`config.mk`:
```
export PLATFORM = sky130hd
export DESIGN_NAME = baton_beat_detector
export DESIGN_NICKNAME = d
export VERILOG_FILES = /design/src/rtl/baton_beat_detector.sv
export SDC_FILE = /design/constraint.sdc
export NUM_CORES = 1
export LEC_CHECK = 0
export BUFFER_PORTS_ARGS = -buffer_cell sky130_fd_sc_hd__buf_2
export CAP_MARGIN = 20
export CORE_ASPECT_RATIO = 0.6
export CORE_UTILIZATION = 61
export DETAILED_ROUTE_END_ITERATION = 8
export PLACE_DENSITY = 0.8
export SLEW_MARGIN = 20
export SYNTH_ARGS = -nofsm -noshare
export SYNTH_HDL_FRONTEND = slang
export SYNTH_SLANG_ARGS = --single-unit
```
`constraint.sdc`:
```
create_clock -name clk_camera_in -period 5.7 [get_ports clk_camera_in]
set_input_delay 0.285 -clock clk_camera_in [delete_from_list [all_inputs] [get_ports clk_camera_in]]
set_output_delay 0.285 -clock clk_camera_in [all_outputs]
set_load 0.01 [all_outputs]
```
`src/rtl/baton_beat_detector.sv`:
```
// rtl/baton_beat_detector.sv - smoothed baton turning-point beat detector
// Moving-average smoothing, hysteresis peak/valley FSM, beat period measurement.
module baton_beat_detector #(
   parameter int WIDTH    = 11,
   parameter int AVG_LOG2 = 2,
   parameter int DEADBAND = 4,
   parameter int HOLDOFF  = 500000,
   parameter int PERIOD_W = 24
) (
   input  logic                clk_camera_in,
   input  logic                rst_n_in,
   input  logic                valid_in,
   input  logic [WIDTH-1:0]    y_com_in,
   input  logic [1:0]          mode_in,
   output logic                beat_out,
   output logic                beat_dir_out,
   output logic [PERIOD_W-1:0] period_out,
   output logic                period_valid_out,
   output logic [7:0]          beat_count_out,
   output logic [WIDTH-1:0]    smooth_y_out
);
   localparam int N     = 1 << AVG_LOG2;
   localparam int SUM_W = WIDTH + AVG_LOG2;
   localparam logic signed [WIDTH:0] DB       = (WIDTH+1)'(DEADBAND);
   localparam logic signed [WIDTH:0] ZERO     = '0;
   localparam logic [AVG_LOG2:0]     FILL_MAX = (AVG_LOG2+1)'(N);
   localparam logic [PERIOD_W-1:0]   ELAPSED_MAX = '1;
   localparam logic [1:0] ST_WARMUP = 2'd0, ST_SEEK = 2'd1, ST_RISING = 2'd2, ST_FALLING = 2'd3;

   logic                in_valid_q;
   logic [WIDTH-1:0]    in_y_q;
   logic [WIDTH-1:0]    buf_q [N];
   logic [AVG_LOG2-1:0] wr_ptr_q;
   logic [SUM_W-1:0]    sum_q, sum_d;
   logic [AVG_LOG2:0]   fill_q;
   logic                sm_valid_q;
   logic [WIDTH-1:0]    smooth_q, smooth_d;

   logic [1:0]          state_q, state_d;
   logic [WIDTH-1:0]    ref_q, ref_d, ext_q, ext_d;
   logic signed [WIDTH:0] diff_ref, diff_ext;
   logic                ev, ev_dir, permit, hold_ok, report;
   logic [PERIOD_W-1:0] elapsed_q, period_q;
   logic                first_q, beat_q, dir_q, pv_q;
   logic [7:0]          count_q;

   assign sum_d    = sum_q + SUM_W'(in_y_q) - SUM_W'(buf_q[wr_ptr_q]);
   assign smooth_d = sum_d[SUM_W-1:AVG_LOG2];

   // Stage 0 registers the raw sample, stage 1 folds it into the window sum.
   always_ff @(posedge clk_camera_in) begin
      if (!rst_n_in) begin
         in_valid_q <= 1'b0;
         in_y_q     <= '0;
         for (int i = 0; i < N; i++) buf_q[i] <= '0;
         wr_ptr_q   <= '0;
         sum_q      <= '0;
         fill_q     <= '0;
         sm_valid_q <= 1'b0;
         smooth_q   <= '0;
      end else begin
         in_valid_q <= valid_in;
         in_y_q     <= y_com_in;
         sm_valid_q <= in_valid_q;
         if (in_valid_q) begin
            buf_q[wr_ptr_q] <= in_y_q;
            wr_ptr_q        <= wr_ptr_q + AVG_LOG2'(1);
            sum_q           <= sum_d;
            smooth_q        <= smooth_d;
            if (fill_q != FILL_MAX) fill_q <= fill_q + (AVG_LOG2+1)'(1);
         end
      end
   end

   always_comb begin
      state_d  = state_q;
      ref_d    = ref_q;
      ext_d    = ext_q;
      ev       = 1'b0;
      ev_dir   = 1'b0;
      diff_ref = $signed({1'b0, smooth_q}) - $signed({1'b0, ref_q});
      diff_ext = $signed({1'b0, smooth_q}) - $signed({1'b0, ext_q});
      if (sm_valid_q) begin
         case (state_q)
            ST_WARMUP: begin
               if (fill_q == FILL_MAX) begin
                  state_d = ST_SEEK;
                  ref_d   = smooth_q;
               end
            end
            ST_SEEK: begin
               if (diff_ref >= DB) begin
                  state_d = ST_RISING;
                  ext_d   = smooth_q;
               end else if (-diff_ref >= DB) begin
                  state_d = ST_FALLING;
                  ext_d   = smooth_q;
               end
            end
            ST_RISING: begin
               if (diff_ext > ZERO) begin
                  ext_d = smooth_q;
               end else if (-diff_ext >= DB) begin
                  ev      = 1'b1;
                  ev_dir  = 1'b1;
                  state_d = ST_FALLING;
                  ext_d   = smooth_q;
               end
            end
            default: begin
               if (diff_ext < ZERO) begin
                  ext_d = smooth_q;
               end else if (diff_ext >= DB) begin
                  ev      = 1'b1;
                  ev_dir  = 1'b0;
                  state_d = ST_RISING;
                  ext_d   = smooth_q;
               end
            end
         endcase
      end
   end

   always_comb begin
      case (mode_in)
         2'd0:    permit = !ev_dir;
         2'd1:    permit = ev_dir;
         2'd2:    permit = 1'b1;
         default: permit = 1'b0;
      endcase
      hold_ok = first_q || (64'(elapsed_q) >= 64'(HOLDOFF));
      report  = ev && permit && hold_ok;
   end

   // Unreported turns still steer the FSM but leave counters untouched.
   always_ff @(posedge clk_camera_in) begin
      if (!rst_n_in) begin
         state_q   <= ST_WARMUP;
         ref_q     <= '0;
         ext_q     <= '0;
         elapsed_q <= '0;
         first_q   <= 1'b1;
         beat_q    <= 1'b0;
         dir_q     <= 1'b0;
         period_q  <= '0;
         pv_q      <= 1'b0;
         count_q   <= '0;
      end else begin
         state_q <= state_d;
         ref_q   <= ref_d;
         ext_q   <= ext_d;
         beat_q  <= report;
         pv_q    <= report && !first_q;
         if (report) begin
            dir_q     <= ev_dir;
            period_q  <= elapsed_q;
            count_q   <= count_q + 8'd1;
            first_q   <= 1'b0;
            elapsed_q <= PERIOD_W'(1);
         end else if (elapsed_q != ELAPSED_MAX) begin
            elapsed_q <= elapsed_q + PERIOD_W'(1);
         end
      end
   end

   assign beat_out         = beat_q;
   assign beat_dir_out     = dir_q;
   assign period_out       = period_q;
   assign period_valid_out = pv_q;
   assign beat_count_out   = count_q;
   assign smooth_y_out     = smooth_q;
endmodule
```
==> results by group <==
Yosys
  • Sequential-to-total area share from yosys stat: 41.3%
  • Number of warnings printed during yosys synthesis: 0
  • Most common flop cell mapped by yosys: dfxtp_1
  • Synthesized Nets: ~1,100
  • Count of different cell masters after synthesis: ~70
  • Synthesized area: 8860 µm²
  • Post-Synthesis Mean Instance Area: 8.96 µm²
  • Post-synth EDFFs: 44
  • Flops & latches, synth: between 150 and 200
  • Gate count after technology mapping: between 900 and 1,000
  • Async S/R FF share, synth: 0%

Clock network
  • CTS tree: built
  • Clock transition at the register clock pins on the worst setup and hold paths after CTS: 0.07 ns
  • Number of resized instances in the post-cts repair step: 0
  • Clock H-tree levels: 4
  • Postcts setup bufs: 0
  • Num Clock Sinks: 161
  • Post-cts hold buffer count: 0
  • Root Driver: clkbuf_16
  • CTS buffer count: 17
  • Maximum root-to-sink buffer count: 2
  • Clock network latency to the later pin of the worst-skew pair: between 0.4 and 0.5 ns

Setup path
  • Worst-path fanout max: 11
  • Endpoint class of the critical path: flip-flop
  • Kind of critical path: flip-flop to flip-flop
  • Type of origin of the critical path: flip-flop
  • Worst EP arrival: 4.58 ns
  • Required @ worst endpoint: 6.05 ns

Detailed routing
  • Final Routed Wirelength: 20.3 mm
  • Wire per inst: between 15 and 20 µm
  • Total DRC errors in the routed layout: 0
  • DR vias: 7,137
  • Routed vias/inst: 5.79
  • Drt first-iter violations: 649
  • Router iterations before antenna repair: 5
  • Number of antenna-violating nets in the routed design: 0

Floorplan
  • Placeable core region: 13,900 µm²
  • Die height: 95.4 µm
  • Standard-cell row count: 33
  • Starting density of the core: 63.7%
  • Floorplan die area: 15,000 µm²
  • Boundary Pins: 62
  • Die Width: 158 µm

STA
  • Max Clock Skew: ~0.018 ns
  • Post-route fraction of the period consumed by the critical path: 74.1%
  • Number of hold violations in the final report: 0
  • Min Hold Slack: roughly 0.056 ns
  • F_max: about 0.24 GHz
  • Worst-Margin Slew: 0.854 ns
  • Slew Limit Headroom: 42.9%
  • Setup Total Neg Slack: 0 ns
  • Count of final max-slew check failures: 0
  • Total setup violations reported at the end of the flow: 0
  • Time the worst path needs with I/O delays and setup: 4.22 ns
  • Setup repair after global routing missed its margin: no

Placed design
  • Number of placed instances, taps included: around 1,200
  • Number of port buffers: 61
  • Detailed placer's ending HPWL: 14.0 mm
  • Final weighted congestion in routability-driven placement: 0.920

Power
  • P_leak: 4.04 nW
  • Power density cells: 369 nW/µm²
  • Worst voltage drop across the vdd grid: 0.222 mV

Layout
  • Post-route insts no fill: ~1,200
  • Number of nets in the layout: between 1,000 and 1,500
  • Count of inserted antenna diode cells: 0
  • Fraction of final layout cells with drive strength greater than 1: 14.0%
  • Most common cell after layout, fill and taps aside: dfxtp_1
  • Area growth from synthesis to layout: 10.6%
  • Highest-count cells in the layout ignoring fill and taps: dfxtp_1 (117), inv_1 (102), nand2_1 (99), nor2_1 (86), nand3_1 (62)

Job
  • Max-cap violations: 0

Global routing
  • Global-route congestion overflow total: 0
  • Vias in the first global route: 6,540
  • Overall fraction of global-route tracks in use: between 20% and 30%
  • Largest net degree at the start of global routing: 74
  • Global-route wire length before repair: between 30 and 40 mm
  • Initial antenna violation count: 0

Run status
  • Outcome: finished, final reports clean

Worst hold path
  • Worst hold start: y_com_in[10]
  • Class of the worst hold path: input pin to flip-flop
-- power by group --
group	internal (mW)	switching, mW
clock	0.646	0.514
sequential	1.22	0.0636
combinational	0.474	0.702
total	2.34	1.28
-- path summary, 6_finish.rpt --
check,to,slack (ns),cells after the start
min reg2reg,period_out[16],0.46,2
min,in_y_q[10],0.06,2
max reg2reg,sum_q[12],1.48,14
max,sum_q[12],1.48,14
-- stage by stage --
step	setup WS [ns]	power [mW]	util (%)	area, µm²
floorplan	1.70	2.20	-	8860
global placement	1.80	2.41	66.1	9200
detailed placement	1.68	2.44	66.1	9200
CTS	1.54	3.60	70.4	9800
global route	1.31	3.82	70.4	9800
finish	1.48	3.62	70.4	9800
-- cell families (layout without fill, tap and decap cells) --
| logic type | Yosys count | count (layout) | synth area share [%] |
|---|---|---|---|
| simple gates | 376 | 376 | 20.9 |
| compound gates | 180 | 180 | 13.2 |
| flops | 161 | 161 | 41.3 |
| buf+inv | 154 | 205 | 7.43 |
| fa+ha+maj | 58 | 58 | 9.29 |
| xor+xnor | 40 | 40 | 4.04 |
| mux | 20 | 20 | 3.81 |
-- cells in the mapped netlist (15+ instances only) --
library cell  instances  area [µm²]
a21oi_1              47         235
and2_1               15        93.8
and3_1               15        93.8
clkbuf_1             24        90.1
dfxtp_1             117        2340
edfxtp_1             44        1320
ha_1                 45         563
inv_1               102         383
nand2_1              99         372
nand2b_1             17         106
nand3_1              62         310
nor2_1               87         327
nor2_2               19         119
o21ai_0              56         280
xnor2_1              18         158
xor2_1               21         184
-- state kept, by name, indices dropped and copies added, names as in the netlist, 3 cells and up, named ones only --
register	count
sum_q	13
fill_q	3
beat_count_out	8
buf_q	44
ref_q	11
ext_q	11
period_out	24
in_y_q	11
elapsed_q	24
-- metal layers --
layer / global-route usage, % / share of wire (%)
met3: 8.45 / 8.9
met2: 42.5 / 42
met4: 5.91 / 1.1
met5: 0 / 0
met1: 42.2 / 48
-- final cells by class --
class                      instances  area, µm²
tap                              192        240
clock buffer                      19        454
timing repair buffer              69        365
sequential                       161       3660
multi-input combinational        674       4540
fill                            1080       4120
clock inverter                    13        141
inverter                         104        390
-- worst max-delay path: stages, from the launching register on --
cell and delay (ns):
dfxtp_1 0.71, mux4_2 0.41, fa_1 0.49, inv_1 0.05, ha_1 0.32, nor2b_1 0.15, o21ai_0 0.24, a21oi_1 0.15
o21ai_0 0.19, nand2b_1 0.13, a21oi_1 0.23, o21ai_0 0.20, o41ai_1 0.41, mux2i_1 0.28, mux2i_1 0.20
Power figures use the tool's default switching activity.
